===== src/rtl/mipi_tx_pkg.sv =====
// Shared types for the multi-lane D-PHY TX sequencer: FSM states, lane word
// selects, LP line pairs and counter sizing.
package mipi_tx_pkg;

  typedef enum logic [2:0] {
    ST_IDLE, ST_LPX, ST_PREP, ST_HS_ZERO, ST_HS_SYNC, ST_HS_DATA, ST_HS_TRAIL, ST_HS_EXIT
  } tx_state_e;

  typedef enum logic [1:0] {W_ZERO, W_SYNC, W_DATA, W_TRAIL} word_sel_e;

  // {dp, dn}
  typedef logic [1:0] lp_pair_t;
  localparam lp_pair_t LP11 = 2'b11;
  localparam lp_pair_t LP01 = 2'b01;
  localparam lp_pair_t LP00 = 2'b00;

  function automatic int max2(int a, int b);
    return (a > b) ? a : b;
  endfunction

  // Down-counter loads T-1, so it only needs to hold values below the longest phase.
  function automatic int cnt_bits(int a, int b, int c, int d);
    int m;
    m = max2(max2(a, b), max2(c, d));
    return (m < 2) ? 1 : $clog2(m);
  endfunction

endpackage


===== src/rtl/mipi_tx_lane_ctrl_if.sv =====
// Payload stream from fabric packet logic into the TX sequencer.
interface mipi_tx_lane_ctrl_if #(
  parameter int LANES = 2,
  parameter int WIDTH = 8
);
  logic [LANES*WIDTH-1:0] TX_DATA;
  logic                   TX_VALID;
  logic                   TX_LAST;
  logic                   TX_READY;

  modport master (output TX_DATA, TX_VALID, TX_LAST, input TX_READY);
  modport slave  (input TX_DATA, TX_VALID, TX_LAST, output TX_READY);
endinterface


===== src/rtl/mipi_tx_lane_mux.sv =====
// Per-lane HS word register: picks zero/sync/payload/trail and remembers the
// MSB of the last transmitted word to build the trail pattern.
module mipi_tx_lane_mux
  import mipi_tx_pkg::*;
#(
  parameter int WIDTH = 8
) (
  input  logic             clk,
  input  logic             rst,
  input  logic             act,
  input  word_sel_e        sel,
  input  logic [WIDTH-1:0] sync_word,
  input  logic [WIDTH-1:0] data,
  output logic [WIDTH-1:0] word
);

  logic             last_q;
  logic [WIDTH-1:0] word_d;

  always_comb begin
    word_d = '0;
    if (act) begin
      case (sel)
        W_SYNC:  word_d = sync_word;
        W_DATA:  word_d = data;
        // LSB goes out first, so the trail continues opposite to the final bit sent
        W_TRAIL: word_d = {WIDTH{~last_q}};
        default: word_d = '0;
      endcase
    end
  end

  always_ff @(posedge clk) begin
    if (rst) begin
      word   <= '0;
      last_q <= 1'b0;
    end else begin
      word <= word_d;
      if (act && (sel == W_SYNC || sel == W_DATA)) last_q <= word_d[WIDTH-1];
    end
  end

endmodule


===== src/rtl/mipi_tx_lane_ctrl.sv =====
// Multi-lane D-PHY HS burst sequencer (LP-11 -> LP-01 -> LP-00 -> HS -> LP-11).
// Define MIPI_TX_STATS_EN to add saturating BURST_CNT / UNDERFLOW_CNT outputs.
module mipi_tx_lane_ctrl
  import mipi_tx_pkg::*;
#(
  parameter int          LANES     = 2,
  parameter int          WIDTH     = 8,
  parameter logic [15:0] SYNC_WORD = 16'h00B8,
  parameter int          T_LPX     = 2,
  parameter int          T_PREP    = 2,
  parameter int          T_ZERO    = 6,
  parameter int          T_TRAIL   = 4
) (
  input  logic                   CLK_IN,
  input  logic                   RST,
  input  logic                   PLL_LOCK,
  input  logic [LANES-1:0]       LANE_EN,
  input  logic                   TX_REQ,
  mipi_tx_lane_ctrl_if.slave     tx,
  output logic [LANES*WIDTH-1:0] HS_TX_DATA,
  output logic                   HS_TXD_VALID,
  output logic [LANES-1:0]       HS_EN,
  output logic                   LP_EN,
  output logic [LANES-1:0]       TX_LP_DP,
  output logic [LANES-1:0]       TX_LP_DN,
  output logic                   TX_ODT_EN,
  output logic                   BUSY,
  output logic                   ERR_UNDERFLOW,
  output logic                   ERR_ABORT
`ifdef MIPI_TX_STATS_EN
  ,
  output logic [15:0]            BURST_CNT,
  output logic [15:0]            UNDERFLOW_CNT
`endif
);

  localparam int CW = cnt_bits(T_LPX, T_PREP, T_ZERO, T_TRAIL);

  tx_state_e                   state_q, state_d;
  logic [CW-1:0]               cnt_q, cnt_d;
  logic [LANES-1:0]            mask_q, mask_d, dp_d, dn_d;
  logic                        ready_q, ready_d, underflow, abort, hs_d, cnt_done;
  word_sel_e                   sel_d;
  logic [LANES-1:0][WIDTH-1:0] data_lanes, word_lanes;

  assign data_lanes  = tx.TX_DATA;
  assign tx.TX_READY = ready_q;
  assign HS_TX_DATA  = word_lanes;
  assign cnt_done    = (cnt_q == '0);

  always_comb begin
    state_d   = state_q;
    cnt_d     = cnt_done ? cnt_q : cnt_q - CW'(1);
    mask_d    = mask_q;
    ready_d   = 1'b0;
    underflow = 1'b0;
    abort     = 1'b0;
    if (state_q != ST_IDLE && !PLL_LOCK) begin
      abort   = 1'b1;
      state_d = ST_IDLE;
    end else begin
      case (state_q)
        ST_IDLE:
          if (TX_REQ && PLL_LOCK && LANE_EN[0]) begin
            state_d = ST_LPX;
            cnt_d   = CW'(T_LPX - 1);
            mask_d  = LANE_EN;
          end
        ST_LPX:
          if (cnt_done) begin
            state_d = ST_PREP;
            cnt_d   = CW'(T_PREP - 1);
          end
        ST_PREP:
          if (cnt_done) begin
            state_d = ST_HS_ZERO;
            cnt_d   = CW'(T_ZERO - 1);
          end
        ST_HS_ZERO:
          if (cnt_done) begin
            state_d = ST_HS_SYNC;
            ready_d = 1'b1;
          end
        ST_HS_SYNC, ST_HS_DATA: begin
          // ready_q low here means the TX_LAST word is on the wire this cycle
          if (!ready_q) begin
            state_d = ST_HS_TRAIL;
            cnt_d   = CW'(T_TRAIL - 1);
          end else if (!tx.TX_VALID) begin
            underflow = 1'b1;
            state_d   = ST_HS_TRAIL;
            cnt_d     = CW'(T_TRAIL - 1);
          end else begin
            state_d = ST_HS_DATA;
            ready_d = !tx.TX_LAST;
          end
        end
        ST_HS_TRAIL:
          if (cnt_done) begin
            state_d = ST_HS_EXIT;
            cnt_d   = CW'(T_LPX - 1);
          end
        ST_HS_EXIT:
          if (cnt_done) state_d = ST_IDLE;
        default: state_d = ST_IDLE;
      endcase
    end
  end

  // Outputs are registered from the next state so they line up with the state held.
  always_comb begin
    hs_d = state_d inside {ST_HS_ZERO, ST_HS_SYNC, ST_HS_DATA, ST_HS_TRAIL};
    case (state_d)
      ST_HS_SYNC:  sel_d = W_SYNC;
      ST_HS_DATA:  sel_d = W_DATA;
      ST_HS_TRAIL: sel_d = W_TRAIL;
      default:     sel_d = W_ZERO;
    endcase
    dp_d = '1;
    dn_d = '1;
    for (int i = 0; i < LANES; i++) begin
      if (mask_d[i]) begin
        if (state_d == ST_LPX)                 {dp_d[i], dn_d[i]} = LP01;
        else if (state_d == ST_PREP || hs_d)   {dp_d[i], dn_d[i]} = LP00;
      end
    end
  end

  always_ff @(posedge CLK_IN) begin
    if (RST) begin
      state_q       <= ST_IDLE;
      cnt_q         <= '0;
      mask_q        <= '0;
      ready_q       <= 1'b0;
      LP_EN         <= 1'b1;
      HS_EN         <= '0;
      HS_TXD_VALID  <= 1'b0;
      TX_ODT_EN     <= 1'b0;
      TX_LP_DP      <= '1;
      TX_LP_DN      <= '1;
      BUSY          <= 1'b0;
      ERR_UNDERFLOW <= 1'b0;
      ERR_ABORT     <= 1'b0;
    end else begin
      state_q       <= state_d;
      cnt_q         <= cnt_d;
      mask_q        <= mask_d;
      ready_q       <= ready_d;
      LP_EN         <= !hs_d;
      HS_EN         <= hs_d ? mask_d : '0;
      HS_TXD_VALID  <= hs_d;
      TX_ODT_EN     <= hs_d;
      TX_LP_DP      <= dp_d;
      TX_LP_DN      <= dn_d;
      BUSY          <= (state_d != ST_IDLE);
      ERR_UNDERFLOW <= underflow;
      ERR_ABORT     <= abort;
    end
  end

  for (genvar i = 0; i < LANES; i++) begin : g_lane
    mipi_tx_lane_mux #(.WIDTH(WIDTH)) u_mux (
      .clk       (CLK_IN),
      .rst       (RST),
      .act       (mask_d[i]),
      .sel       (sel_d),
      .sync_word (SYNC_WORD[WIDTH-1:0]),
      .data      (data_lanes[i]),
      .word      (word_lanes[i])
    );
  end

`ifdef MIPI_TX_STATS_EN
  always_ff @(posedge CLK_IN) begin
    if (RST) begin
      BURST_CNT     <= '0;
      UNDERFLOW_CNT <= '0;
    end else begin
      if (state_q == ST_HS_TRAIL && state_d == ST_HS_EXIT && BURST_CNT != 16'hFFFF)
        BURST_CNT <= BURST_CNT + 16'd1;
      if (underflow && UNDERFLOW_CNT != 16'hFFFF)
        UNDERFLOW_CNT <= UNDERFLOW_CNT + 16'd1;
    end
  end
`endif

endmodule


===== src/flat_wrapper.sv =====
// flat-port wrapper written by rule: the top's interface ports become plain ports
module mipi_tx_lane_ctrl_flat import mipi_tx_pkg::*;
#(
  parameter int          LANES     = 2,
  parameter int          WIDTH     = 8,
  parameter logic [15:0] SYNC_WORD = 16'h00B8,
  parameter int          T_LPX     = 2,
  parameter int          T_PREP    = 2,
  parameter int          T_ZERO    = 6,
  parameter int          T_TRAIL   = 4
)
  (CLK_IN, RST, PLL_LOCK, LANE_EN, TX_REQ, HS_TX_DATA, HS_TXD_VALID, HS_EN, LP_EN, TX_LP_DP, TX_LP_DN, TX_ODT_EN, BUSY, ERR_UNDERFLOW, ERR_ABORT, tx_TX_DATA, tx_TX_VALID, tx_TX_LAST, tx_TX_READY);
  mipi_tx_lane_ctrl_if #(.LANES(LANES), .WIDTH(WIDTH)) tx_i ();
  input  logic CLK_IN;
  input  logic RST;
  input  logic PLL_LOCK;
  input  logic [LANES-1:0] LANE_EN;
  input  logic TX_REQ;
  output logic [LANES*WIDTH-1:0] HS_TX_DATA;
  output logic HS_TXD_VALID;
  output logic [LANES-1:0] HS_EN;
  output logic LP_EN;
  output logic [LANES-1:0] TX_LP_DP;
  output logic [LANES-1:0] TX_LP_DN;
  output logic TX_ODT_EN;
  output logic BUSY;
  output logic ERR_UNDERFLOW;
  output logic ERR_ABORT;
  input wire logic [$bits(tx_i.TX_DATA)-1:0] tx_TX_DATA;
  input wire logic [$bits(tx_i.TX_VALID)-1:0] tx_TX_VALID;
  input wire logic [$bits(tx_i.TX_LAST)-1:0] tx_TX_LAST;
  output wire logic [$bits(tx_i.TX_READY)-1:0] tx_TX_READY;
  assign tx_i.TX_DATA = tx_TX_DATA;
  assign tx_i.TX_VALID = tx_TX_VALID;
  assign tx_i.TX_LAST = tx_TX_LAST;
  assign tx_TX_READY = tx_i.TX_READY;
  mipi_tx_lane_ctrl #(.LANES(LANES), .WIDTH(WIDTH), .SYNC_WORD(SYNC_WORD), .T_LPX(T_LPX), .T_PREP(T_PREP), .T_ZERO(T_ZERO), .T_TRAIL(T_TRAIL)) u_core (.CLK_IN(CLK_IN), .RST(RST), .PLL_LOCK(PLL_LOCK), .LANE_EN(LANE_EN), .TX_REQ(TX_REQ), .tx(tx_i), .HS_TX_DATA(HS_TX_DATA), .HS_TXD_VALID(HS_TXD_VALID), .HS_EN(HS_EN), .LP_EN(LP_EN), .TX_LP_DP(TX_LP_DP), .TX_LP_DN(TX_LP_DN), .TX_ODT_EN(TX_ODT_EN), .BUSY(BUSY), .ERR_UNDERFLOW(ERR_UNDERFLOW), .ERR_ABORT(ERR_ABORT));
endmodule

===== config.mk =====
export PLATFORM = sky130hd
export DESIGN_NAME = mipi_tx_lane_ctrl_flat
export DESIGN_NICKNAME = d
export VERILOG_FILES = /design/src/rtl/mipi_tx_pkg.sv /design/src/rtl/mipi_tx_lane_ctrl_if.sv /design/src/rtl/mipi_tx_lane_mux.sv /design/src/rtl/mipi_tx_lane_ctrl.sv /design/src/flat_wrapper.sv
export SDC_FILE = /design/constraint.sdc
export NUM_CORES = 1
export LEC_CHECK = 0
export ABC_AREA = 0
export CORE_MARGIN = 2
export CORE_UTILIZATION = 40
export DETAILED_ROUTE_END_ITERATION = 10
export PLACE_DENSITY = 0.85
export SYNTH_ARGS = -nofsm -noshare
export SYNTH_HDL_FRONTEND = slang
export SYNTH_SLANG_ARGS = --single-unit

===== constraint.sdc =====
create_clock -name CLK_IN -period 1.5 [get_ports CLK_IN]
set_input_delay 0.225 -clock CLK_IN [delete_from_list [all_inputs] [get_ports CLK_IN]]
set_output_delay 0.225 -clock CLK_IN [all_outputs]
set_load 0.1 [all_outputs]

After elaboration in Yosys (flattened, before gate mapping) --
Index checks and enable logic that the tools add are counted.
Operators by class: $add $sub $neg 1, $mul 0, divide/modulo/power cells 0, order comparisons 0, eq/ne operators 16, shift operators 0, mux-type cells 35, bitwise operators 7, reduce and logical (&&, ||, !) cells 22
Operator list (count):
- case mux 8 bit (3 select lines) | 2
- 2-to-1 mux 3 bit | 15
- == test 3 bit, second input constant | 7
- case mux 3 bit (7 select lines) | 1
- 2-to-1 mux 8 bit | 2
- == test 3 x 2 -> 1 bit, second input constant | 4
- case mux 3 bit (4 select lines) | 1
- OR reduction 2 bit | 6
- 2-to-1 mux 1 bit | 8
- 2-to-1 mux 2 bit | 4
- NOT 1 bit | 7
- == test 3 x 1 -> 1 bit, second input constant | 2
- logical NOT 3 bit | 2
- case mux 2 bit (3 select lines) | 1
- nonzero test 3 bit | 2
- logical AND 1 bit | 5
- == test 2 bit, second input constant | 2
- nonzero test 4 bit | 1
- OR reduction 4 bit | 1
- logical NOT 1 bit | 3
- subtractor 3 x 1 -> 3 bit, second input constant | 1
- == test 2 x 1 -> 1 bit, second input constant | 1
- logical OR 1 bit | 2
- case mux 1 bit (2 select lines) | 1
Word-level totals: bits in registers 38, latch bits 0, memory bits (writable) 0, memory bits (read-only) 0, input port bits 24, word-level logic and storage cells 101, memories 0

Logic depth before layout (Yosys ltp) --
Gate-level depths: netlist (run 1).
depth after elaboration 10, depth in mapped cells 8, gate-level depth less buffers 8

Modules after synthesis --
From an unflattened synthesis (run 1), not the netlist that was laid out.
Second synthesis, totals: cells, all modules 207, area, all modules 1979.4 µm²
Modules (own cells, without submodules):
- mipi_tx_lane_ctrl | times used 1, cells an instance 123, area each 1126.1 µm², seq. area each 400.4 µm²
- mipi_tx_lane_mux | times used 2, cells an instance 42, area each 426.7 µm², seq. area each 180.2 µm²

Worst setup path after synthesis (run 1) --
OpenSTA, ideal clock, no wires.
kind reg2reg, from register u_core.ready_q (netlist: u_core.tx.TX_READY), to register u_core.g_lane[0].u_mux.word[3], arrival time 1964 ps, required time 1427 ps, path slack -536 ps, cell stages (with the launch flop) 6, period minus slack after synthesis 2036 ps, path through dfxtp_1 nand2_1 a21oi_2 a21oi_1 a211o_1 a21oi_1
On the way: word-level cells in the longest chain between the ends 7, elaborated cells between the ends (all ways) 11
RTL lines:
- from (decl) | RTL line mipi_tx_lane_ctrl.sv:42 | logic ready_q, ready_d, underflow, abort, hs_d, cnt_done;
- from (signal assigned) | RTL line mipi_tx_lane_ctrl.sv:148 | ready_q <= ready_d;
- 2-to-1 mux 3 bit * | RTL line mipi_tx_lane_ctrl.sv:86 | if (!ready_q) begin
- case mux 3 bit (7 select lines) * | RTL line mipi_tx_lane_ctrl.sv:62 | case (state_q)
- 2-to-1 mux 3 bit * | RTL line mipi_tx_lane_ctrl.sv:58 | if (state_q != ST_IDLE && !PLL_LOCK) begin
- == test 3 bit | RTL line mipi_tx_lane_ctrl.sv:113 | case (state_d)
- case mux 2 bit (3 select lines) * | RTL line mipi_tx_lane_ctrl.sv:113
- == test 2 bit or == test 2 x 1 -> 1 bit (tied branches) | RTL line mipi_tx_lane_mux.sv:23 | case (sel)
- case mux 8 bit (3 select lines) * | RTL line mipi_tx_lane_mux.sv:23
- to (signal assigned) | RTL line mipi_tx_lane_mux.sv:38 | word <= word_d;
- to (decl) | RTL line mipi_tx_lane_mux.sv:14 | output logic [WIDTH-1:0] word
Every way passes the cells marked *; elsewhere a longest branch is shown, timed or not. A chain may end at the register's enable or synchronous reset.

Worst setup path after layout (run 1) --
from register u_core.cnt_q[0], to register u_core.g_lane[0].u_mux.word[1]
On the way: word-level cells in the longest chain between the ends 8, elaborated cells between the ends (all ways) 16
RTL lines:
- from (decl) | RTL line mipi_tx_lane_ctrl.sv:40 | logic [CW-1:0] cnt_q, cnt_d;
- from (signal assigned) | RTL line mipi_tx_lane_ctrl.sv:146 | cnt_q <= cnt_d;
- logical NOT 3 bit * | RTL line mipi_tx_lane_ctrl.sv:49 | assign cnt_done = (cnt_q == '0);
- 2-to-1 mux 3 bit, on equally long branches
- case mux 3 bit (7 select lines) * | RTL line mipi_tx_lane_ctrl.sv:62
- 2-to-1 mux 3 bit * | RTL line mipi_tx_lane_ctrl.sv:58
- == test 3 bit | RTL line mipi_tx_lane_ctrl.sv:113
- case mux 2 bit (3 select lines) * | RTL line mipi_tx_lane_ctrl.sv:113
- == test 2 bit or == test 2 x 1 -> 1 bit (tied branches) | RTL line mipi_tx_lane_mux.sv:23
- case mux 8 bit (3 select lines) * | RTL line mipi_tx_lane_mux.sv:23
Marked as above.

==> report_table.html, run 1 <==
<table>
<tr><th>Metric</th><th>Value</th></tr>
<tr><th colspan="2">STA</th></tr>
<tr><td>Period utilization</td><td>130%</td></tr>
<tr><td>Worst clock skew on the final layout</td><td>0.00511 ns</td></tr>
<tr><td>RSZ-0062 raised after global routing</td><td>true</td></tr>
<tr><td>Final-report hold violation count</td><td>0</td></tr>
<tr><td>Number of max-slew violations in the final report</td><td>0</td></tr>
<tr><td>Slew headroom</td><td>77.8%</td></tr>
<tr><td>Period minus WS final</td><td>1.95 ns</td></tr>
<tr><td>Final Setup Violations</td><td>34</td></tr>
<tr><td>Post-route setup slack</td><td>-0.454 ns</td></tr>
<tr><td>FMAX</td><td>512 MHz</td></tr>
<tr><td>Worst-Margin Slew</td><td>0.329 ns</td></tr>
<tr><td>Hold WS</td><td>0.485 ns</td></tr>
<tr><th colspan="2">Setup path</th></tr>
<tr><td>Critical R2R Launch</td><td>u_core.cnt_q[0]$_SDFF_PP0_</td></tr>
<tr><td>Slowest stage cell on the critical path</td><td>xnor2_2</td></tr>
<tr><td>End point of the critical path</td><td>u_core.g_lane[0].u_mux.word[1]$_SDFF_PP0_</td></tr>
<tr><td>Worst setup path start</td><td>u_core.cnt_q[0]$_SDFF_PP0_</td></tr>
<tr><td>Data required time of the worst path</td><td>1.71 ns</td></tr>
<tr><td>Dominant delay contributor by cell family on the critical path</td><td>simple AND/OR/NAND/NOR gates</td></tr>
<tr><td>Total number of cells along the worst setup path</td><td>7</td></tr>
<tr><td>Internal reg-to-reg setup slack</td><td>-0.45 ns</td></tr>
<tr><td>Critical Path Fanout Max</td><td>4</td></tr>
<tr><td>Sum of buffers and inverters on the critical path</td><td>1</td></tr>
<tr><td>Nature of the critical path startpoint</td><td>flip-flop</td></tr>
<tr><td>Number of cells on the worst reg-to-reg path</td><td>7</td></tr>
<tr><td>Cells along the critical path</td><td>inv_2 &gt; ha_4 &gt; nand4b_1 &gt; xnor2_2 &gt; and2_2 &gt; nand2_1 &gt; a21oi_1</td></tr>
<tr><td>Largest incremental delay on the critical path</td><td>0.34 ns</td></tr>
<tr><td>Worst setup path class</td><td>reg2reg</td></tr>
<tr><td>Critical path capture point type</td><td>flip-flop</td></tr>
<tr><td>Worst endpoint data arrival time</td><td>2.16 ns</td></tr>
<tr><td>Endpoint of the lowest-slack register-to-register path</td><td>u_core.g_lane[0].u_mux.word[1]$_SDFF_PP0_</td></tr>
<tr><th colspan="2">Power</th></tr>
<tr><td>Fraction of power consumed by the clock network</td><td>23.2%</td></tr>
<tr><td>Worst supply voltage drop on vdd</td><td>736 uV</td></tr>
<tr><td>Leakage dissipation</td><td>1.26 nW</td></tr>
<tr><td>Power Total</td><td>2.89 mW</td></tr>
<tr><td>Net switching power</td><td>0.933 mW</td></tr>
<tr><td>Switching power share of the total</td><td>32.3%</td></tr>
<tr><td>Cell internal pwr</td><td>1.96 mW</td></tr>
<tr><td>Pwr Density</td><td>887 nW/um2</td></tr>
<tr><td>Sequential cell fraction of total power</td><td>38.2%</td></tr>
<tr><td>Power share of the combinational group</td><td>38.6%</td></tr>
<tr><th colspan="2">Synth</th></tr>
<tr><td>Main flop type after synthesis</td><td>dfxtp_1</td></tr>
<tr><td>Most area-hungry cell type in the Yosys netlist</td><td>dfxtp_1</td></tr>
<tr><td>Count of yosys warnings during synthesis</td><td>0</td></tr>
<tr><td>Number of synthesized register bits</td><td>38</td></tr>
<tr><td>Top area cells in the synthesized netlist</td><td>dfxtp_1 (48%), a21oi_1 (8.2%), nand2_1 (6.1%)</td></tr>
<tr><td>Cell count after synthesis</td><td>184</td></tr>
<tr><td>Fraction of post-synthesis cell area in the top cell type by area</td><td>47.8%</td></tr>
<tr><td>Fraction of registers with async set or reset after synthesis</td><td>0%</td></tr>
<tr><td>Post-synth net total</td><td>211</td></tr>
<tr><td>EDFF count, synth</td><td>0</td></tr>
<tr><td>Average cell area after synthesis</td><td>8.66 um2</td></tr>
<tr><td>Most repeated cell in the gate-level netlist after synthesis</td><td>dfxtp_1</td></tr>
<tr><td>Synth Cell Area</td><td>1590 um2</td></tr>
<tr><td>Netlist cell types</td><td>40</td></tr>
<tr><td>Post-synthesis sequential area ratio</td><td>47.8%</td></tr>
<tr><td>Leading post-synthesis cells by instance count</td><td>dfxtp_1 (38), a21oi_1 (26), nand2_1 (26)</td></tr>
<tr><th colspan="2">Placement</th></tr>
<tr><td>Post-placement worst setup slack</td><td>-0.421 ns</td></tr>
<tr><td>Detailed-placement wirelength estimate</td><td>3720 um</td></tr>
<tr><td>RePlAce Congestion</td><td>0.907</td></tr>
<tr><td>Cell Area, Placed</td><td>2780 um2</td></tr>
<tr><td>Port Buffers</td><td>52</td></tr>
<tr><td>Cells after DPL</td><td>320</td></tr>
<tr><th colspan="2">Status</th></tr>
<tr><td>Status</td><td>finished with violations</td></tr>
<tr><td>Violated checks</td><td>setup timing</td></tr>
<tr><th colspan="2">Clocking</th></tr>
<tr><td>CTS tree</td><td>yes</td></tr>
<tr><td>Total number of H-tree levels</td><td>2</td></tr>
<tr><td>Number of buffers on the longest clock path</td><td>2</td></tr>
<tr><td>Clock root buffer</td><td>clkbuf_8</td></tr>
<tr><td>Source-to-sink clock delay at the later pin of the worst-skew pair</td><td>0.30 ns</td></tr>
<tr><td>Clock slew seen by the registers of the worst setup and hold paths</td><td>0.07 ns</td></tr>
<tr><td>Quantity of hold-fixing buffers added after cts</td><td>0</td></tr>
<tr><td>CTS sink count</td><td>38</td></tr>
<tr><td>CTS buffer count</td><td>5</td></tr>
<tr><th colspan="2">Floorplan</th></tr>
<tr><td>Y dimension of the die</td><td>67.1 um</td></tr>
<tr><td>Site Rows</td><td>22</td></tr>
<tr><td>Initial standard-cell utilization of the core</td><td>42.5%</td></tr>
<tr><td>Die width</td><td>67.1 um</td></tr>
<tr><td>Die Outline Area</td><td>4500 um2</td></tr>
<tr><td>IO Count</td><td>53</td></tr>
<tr><td>Core ar.</td><td>3740 um2</td></tr>
<tr><th colspan="2">Routing</th></tr>
<tr><td>Detailed-route vias per instance</td><td>5.84</td></tr>
<tr><td>Final routed wirelength across all metal layers</td><td>6740 um</td></tr>
<tr><td>Starting DRT DRC Count</td><td>119</td></tr>
<tr><td>Detailed-route DRC error count</td><td>0</td></tr>
<tr><td>Residual antenna-violating net count after detailed routing</td><td>0</td></tr>
<tr><td>DRT Pass-1 Iters</td><td>5</td></tr>
<tr><td>Number of vias in the routed layout</td><td>1956</td></tr>
<tr><td>Wirelength per Cell</td><td>20.1 um</td></tr>
<tr><th colspan="2">Layout</th></tr>
<tr><td>Non-filler instance count after layout</td><td>335</td></tr>
<tr><td>Antenna diode instance count</td><td>0</td></tr>
<tr><td>Final instance area</td><td>3260 um2</td></tr>
<tr><td>Area of the multi-input gates</td><td>1100 um2</td></tr>
<tr><td>Layout overhead on the synthesized area</td><td>105%</td></tr>
<tr><td>Number of fillers in the final layout</td><td>157</td></tr>
<tr><td>Final layout net count</td><td>314</td></tr>
<tr><td>Proportion of layout cells with a drive suffix above 1</td><td>54.7%</td></tr>
<tr><td>Sequential Area</td><td>769 um2</td></tr>
<tr><th colspan="2">Global route</th></tr>
<tr><td>Antenna violations before repair</td><td>0</td></tr>
<tr><td>Via count of the first global-routing pass</td><td>1743</td></tr>
<tr><td>First-pass GRT wire length</td><td>8150 um</td></tr>
<tr><td>Gr ovfl total</td><td>0</td></tr>
<tr><td>Total GRT Usage</td><td>24.5%</td></tr>
<tr><td>Pin count of the biggest net entering global routing</td><td>14</td></tr>
<tr><th colspan="2">Worst hold path</th></tr>
<tr><td>Type of the most critical hold path</td><td>in2reg</td></tr>
<tr><th colspan="2">Run</th></tr>
<tr><td>MaxCap Viol Count</td><td>0</td></tr>
</table>
-- metrics by stage --
step | utilization, % | TNS [ns]
3_5_place_dp | 74.3 | -10.16
3_3_place_gp | 74.3 | -9.05
6_report | 87.1 | -9.14
4_1_cts | 79.3 | -4.48
2_1_floorplan | - | -0.920
5_1_grt | 87.1 | -11.56
-- cell usage in the layout (no fill, tap or decap), drive strengths merged, types with 2 or more instances in the layout --
cell,instances
or2,2
a311oi,2
clkdlybuf4s50,23
nand4b,2
dfxtp,38
a211o,2
ha,3
nand2b,3
clkbuf,5
a21o,2
nor2b,3
and2,5
and3,2
clkinv,2
a21oi,27
a31oi,2
o211ai,3
nand2,26
inv,8
o21ai,7
nor2,16
nand3,5
nor3,4
buf,80
o31ai,3
-- layer usage --
layer  part of all wire [%]  up-vias  global-route usage, %  wire [um]
li1                       -      856                      -          -
met1                     39      935                   30.1       2640
met2                     49      131                   40.5       3310
met3                    7.5       34                   7.09        507
met4                    4.3        0                   9.44        289
met5                      0        -                      0          0
-- cells by family after synthesis --
group,share of synthesized area [%]
buf+inv,4.71
mux,0.707
simple gates,21.4
flops,47.8
fa+ha+maj,2.36
compound gates,22.5
xor+xnor,0.550
-- worst min path at each step --
stage                                                 to  slack [ns]                          start  depth (start not counted)
3_3_place_gp             u_core.ERR_UNDERFLOW$_SDFF_PP0_        0.49  u_core.tx.TX_READY$_SDFF_PP0_                          2
3_5_place_dp             u_core.ERR_UNDERFLOW$_SDFF_PP0_        0.49  u_core.tx.TX_READY$_SDFF_PP0_                          2
6_report       u_core.g_lane[1].u_mux.word[6]$_SDFF_PP0_        0.49                 tx_TX_DATA[14]                          3
4_1_cts        u_core.g_lane[1].u_mux.word[4]$_SDFF_PP0_        0.48                 tx_TX_DATA[12]                          3
5_1_grt        u_core.g_lane[1].u_mux.word[6]$_SDFF_PP0_        0.50                 tx_TX_DATA[14]                          3
2_1_floorplan                 u_core.cnt_q[1]$_SDFF_PP0_        0.29                            RST                          1
-- state kept, by name (all words and copies together) (netlist names) --
register,flops
u_core.tx.TX_READY,1
u_core.g_lane.u_mux.word,16
u_core.TX_LP_DN,2
u_core.g_lane.u_mux.last_q,2
u_core.ERR_UNDERFLOW,1
u_core.HS_EN,2
u_core.cnt_q,3
u_core.TX_LP_DP,2
u_core.LP_EN,1
u_core.mask_q,2
u_core.BUSY,1
u_core.HS_TXD_VALID,1
u_core.ERR_ABORT,1
u_core.state_q,3
-- power groups by stage --
stage / clock network, mW / registers (mW) / logic [mW]
floorplan: 0 / 1.14 / 0.317
global placement: 0 / 1.11 / 0.670
detailed placement: 0 / 1.11 / 0.685
CTS: 0.666 / 1.09 / 0.793
global route: 0.714 / 1.11 / 1.19
finish: 0.670 / 1.10 / 1.12
-- worst reg2reg max path, delay by kind of cell (launching register included) --
kind                     cells  cell delay (ns)
AND/OR/NAND/NOR              3             0.71
XOR/XNOR                     1             0.34
flip-flops                   1             0.33
AO/OA/AOI/OAI                1             0.23
adder cells (fa/ha/maj)      1             0.17
buffers and inverters        1             0.10
-- cell type report --
class / count / share of cell area [%]
inverter: 8 / 0.921
sequential: 38 / 23.6
tap: 48 / 1.84
clock inverter: 2 / 0.307
timing repair buffer: 103 / 37.4
clock buffer: 5 / 2.11
multi-input combinational: 131 / 33.8
-- repair_timing --
action / CTS / global route
buffers inserted: 4 / 8
endpoints found under the setup margin: 33 / 35
pin swaps: 8 / 22
resized for setup: 24 / 53
(Power assumes the default switching activity.)
==> run 2, diff against run 1 <==
- CORE_UTILIZATION: 40 -> 47
- PLACE_DENSITY: 0.85 -> 0.93
- clock period: 1.5 -> 2.55 ns (I/O delays scaled with it)
==> report_table.html, run 2 (synthesis results as in run 1) <==
<table>
<tr><th>Metric</th><th>Value</th></tr>
<tr><th colspan="2">Status</th></tr>
<tr><td>Status</td><td>finished clean</td></tr>
<tr><th colspan="2">Global route</th></tr>
<tr><td>Gr ovfl total</td><td>0</td></tr>
<tr><td>Via count of the first global-routing pass</td><td>1380</td></tr>
<tr><td>Antenna violations before repair</td><td>0</td></tr>
<tr><td>First-pass GRT wire length</td><td>6140 um</td></tr>
<tr><td>Total GRT Usage</td><td>19.8%</td></tr>
<tr><td>Pin count of the biggest net entering global routing</td><td>16</td></tr>
<tr><th colspan="2">STA</th></tr>
<tr><td>Final-layout setup total negative slack</td><td>0 ns</td></tr>
<tr><td>Period utilization</td><td>80.4%</td></tr>
<tr><td>Slew headroom</td><td>51.4%</td></tr>
<tr><td>RSZ-0062 raised after global routing</td><td>false</td></tr>
<tr><td>FMAX</td><td>488 MHz</td></tr>
<tr><td>Final-report hold violation count</td><td>0</td></tr>
<tr><td>Worst clock skew on the final layout</td><td>0.00224 ns</td></tr>
<tr><td>Period minus WS final</td><td>2.05 ns</td></tr>
<tr><td>Hold WS</td><td>0.496 ns</td></tr>
<tr><td>Worst-Margin Slew</td><td>0.721 ns</td></tr>
<tr><td>Number of max-slew violations in the final report</td><td>0</td></tr>
<tr><td>Final Setup Violations</td><td>0</td></tr>
<tr><th colspan="2">Floorplan</th></tr>
<tr><td>Die Outline Area</td><td>3870 um2</td></tr>
<tr><td>Initial standard-cell utilization of the core</td><td>48.5%</td></tr>
<tr><td>IO Count</td><td>53</td></tr>
<tr><td>Y dimension of the die</td><td>62.2 um</td></tr>
<tr><td>Core ar.</td><td>3280 um2</td></tr>
<tr><td>Site Rows</td><td>21</td></tr>
<tr><td>Die width</td><td>62.2 um</td></tr>
<tr><th colspan="2">Setup path</th></tr>
<tr><td>Worst endpoint data arrival time</td><td>2.28 ns</td></tr>
<tr><td>Internal reg-to-reg setup slack</td><td>0.50 ns</td></tr>
<tr><td>Nature of the critical path startpoint</td><td>flip-flop</td></tr>
<tr><td>Number of cells on the worst reg-to-reg path</td><td>6</td></tr>
<tr><td>Worst setup path start</td><td>u_core.state_q[2]$_SDFF_PP0_</td></tr>
<tr><td>Data required time of the worst path</td><td>2.78 ns</td></tr>
<tr><td>Critical R2R Launch</td><td>u_core.state_q[2]$_SDFF_PP0_</td></tr>
<tr><td>Worst setup path class</td><td>reg2reg</td></tr>
<tr><td>Critical Path Fanout Max</td><td>11</td></tr>
<tr><td>Critical path capture point type</td><td>flip-flop</td></tr>
<tr><td>Endpoint of the lowest-slack register-to-register path</td><td>u_core.g_lane[0].u_mux.word[6]$_SDFF_PP0_</td></tr>
<tr><th colspan="2">Routing</th></tr>
<tr><td>Starting DRT DRC Count</td><td>78</td></tr>
<tr><td>Residual antenna-violating net count after detailed routing</td><td>0</td></tr>
<tr><td>Number of vias in the routed layout</td><td>1479</td></tr>
<tr><td>DRT Pass-1 Iters</td><td>4</td></tr>
<tr><td>Detailed-route DRC error count</td><td>0</td></tr>
<tr><td>Detailed-route vias per instance</td><td>5.17</td></tr>
<tr><td>Wirelength per Cell</td><td>12.9 um</td></tr>
<tr><td>Final routed wirelength across all metal layers</td><td>3680 um</td></tr>
<tr><th colspan="2">Power</th></tr>
<tr><td>Leakage dissipation</td><td>0.848 nW</td></tr>
<tr><td>Worst supply voltage drop on vdd</td><td>278 uV</td></tr>
<tr><td>Pwr Density</td><td>570 nW/um2</td></tr>
<tr><th colspan="2">Worst hold path</th></tr>
<tr><td>Min-Delay Startpoint</td><td>u_core.tx.TX_READY$_SDFF_PP0_</td></tr>
<tr><td>Worst hold path cell count</td><td>2</td></tr>
<tr><td>Type of the most critical hold path</td><td>reg2reg</td></tr>
<tr><td>Destination of the worst hold path</td><td>u_core.ERR_UNDERFLOW$_SDFF_PP0_</td></tr>
<tr><th colspan="2">Layout</th></tr>
<tr><td>Top library cells by usage in the layout, fill and taps aside</td><td>dfxtp_1 (38), buf_4 (32), a21oi_1 (26), nand2_1 (26), clkdlybuf4s50_1 (23)</td></tr>
<tr><td>Antenna diode instance count</td><td>0</td></tr>
<tr><td>Sequential Area</td><td>761 um2</td></tr>
<tr><td>Most common library cell in the layout ignoring fill and taps</td><td>dfxtp_1</td></tr>
<tr><td>Number of fillers in the final layout</td><td>262</td></tr>
<tr><td>Registers with the most flip-flops</td><td>u_core.g_lane.u_mux.word: 16 flops, u_core.cnt_q: 3 flops, u_core.state_q: 3 flops</td></tr>
<tr><td>Proportion of layout cells with a drive suffix above 1</td><td>20.0%</td></tr>
<tr><td>Biggest register</td><td>u_core.g_lane.u_mux.word</td></tr>
<tr><td>Final layout net count</td><td>266</td></tr>
<tr><td>Layout overhead on the synthesized area</td><td>34.3%</td></tr>
<tr><td>Area of the multi-input gates</td><td>757 um2</td></tr>
<tr><td>Number of flip-flops in the largest register</td><td>16</td></tr>
<tr><th colspan="2">Clocking</th></tr>
<tr><td>Total number of H-tree levels</td><td>2</td></tr>
<tr><td>Clock root buffer</td><td>clkbuf_4</td></tr>
<tr><td>CTS sink count</td><td>38</td></tr>
<tr><td>Number of buffers on the longest clock path</td><td>2</td></tr>
<tr><td>Quantity of hold-fixing buffers added after cts</td><td>0</td></tr>
<tr><td>CTS buffer count</td><td>5</td></tr>
<tr><td>Clock slew seen by the registers of the worst setup and hold paths</td><td>0.11 ns</td></tr>
<tr><td>Source-to-sink clock delay at the later pin of the worst-skew pair</td><td>0.33 ns</td></tr>
<tr><td>Count of buffers added by post-CTS timing repair for setup</td><td>0</td></tr>
<tr><td>CTS tree</td><td>yes</td></tr>
<tr><td>PostCTS Resize Cnt</td><td>0</td></tr>
<tr><th colspan="2">Placement</th></tr>
<tr><td>RePlAce Congestion</td><td>0.900</td></tr>
<tr><td>Port Buffers</td><td>52</td></tr>
<tr><td>Detailed-placement wirelength estimate</td><td>2800 um</td></tr>
<tr><th colspan="2">Run</th></tr>
<tr><td>MaxCap Viol Count</td><td>0</td></tr>
</table>
[run 2: worst max-delay path, stage by stage, from the launching register on]
cell     delay [ns]
dfxtp_1        0.59
nor3_2         0.13
and2_1         0.20
o21ai_0        0.59
inv_1          0.20
nand2_1        0.19
a21oi_1        0.06
[run 2: where the power goes]
part / internal, mW / switching, mW / leakage [nW] / total [mW]
clock network: 0.133 / 0.186 / 0.0343 / 0.318
registers: 0.618 / 0.0202 / 0.307 / 0.639
logic: 0.116 / 0.148 / 0.507 / 0.264
total: 0.867 / 0.354 / 0.848 / 1.22
[run 2: stage by stage]
step | setup slack (ns) | utilization (%) | instances | total power, mW | area (um2)
detailed placement | 0.205 | 63.2 | 278 | 0.911 | 2080
global placement | 0.394 | 63.2 | 278 | 0.904 | 2080
CTS | 0.542 | 65.1 | 286 | 1.23 | 2140
floorplan | 0.514 | - | 184 | 0.832 | 1590
global route | 0.327 | 65.1 | 286 | 1.29 | 2140
finish | 0.501 | 65.1 | 286 | 1.22 | 2140
[run 2: how the worst max path moves through the flow]
stage	end	slack [ns]
final	u_core.g_lane[0].u_mux.word[6]$_SDFF_PP0_	0.50
after global routing	u_core.g_lane[0].u_mux.word[0]$_SDFF_PP0_	0.33
after CTS	u_core.g_lane[0].u_mux.word[0]$_SDFF_PP0_	0.54
after detailed placement	u_core.g_lane[0].u_mux.word[6]$_SDFF_PP0_	0.21
after global placement	u_core.g_lane[0].u_mux.word[2]$_SDFF_PP0_	0.39
after floorplan	u_core.g_lane[0].u_mux.word[3]$_SDFF_PP0_	0.51
[run 2: per-layer routing]
metal / vias to the layer above / track usage (%) / wire (um)
li1: 762 / - / -
met1: 654 / 24.6 / 1580
met2: 59 / 32.6 / 1790
met3: 4 / 4.53 / 268
met4: 0 / 9.44 / 50
met5: - / 0 / 0
[run 2: cell type report]
type | count | share of cell area, %
Timing Repair Buffer | 55 | 22.0
Clock buffer | 6 | 2.40
Tap cell | 46 | 2.69
Clock inverter | 2 | 0.585
Inverter | 8 | 1.40
Multi-Input combinational cell | 131 | 35.4
Sequential cell | 38 | 35.6
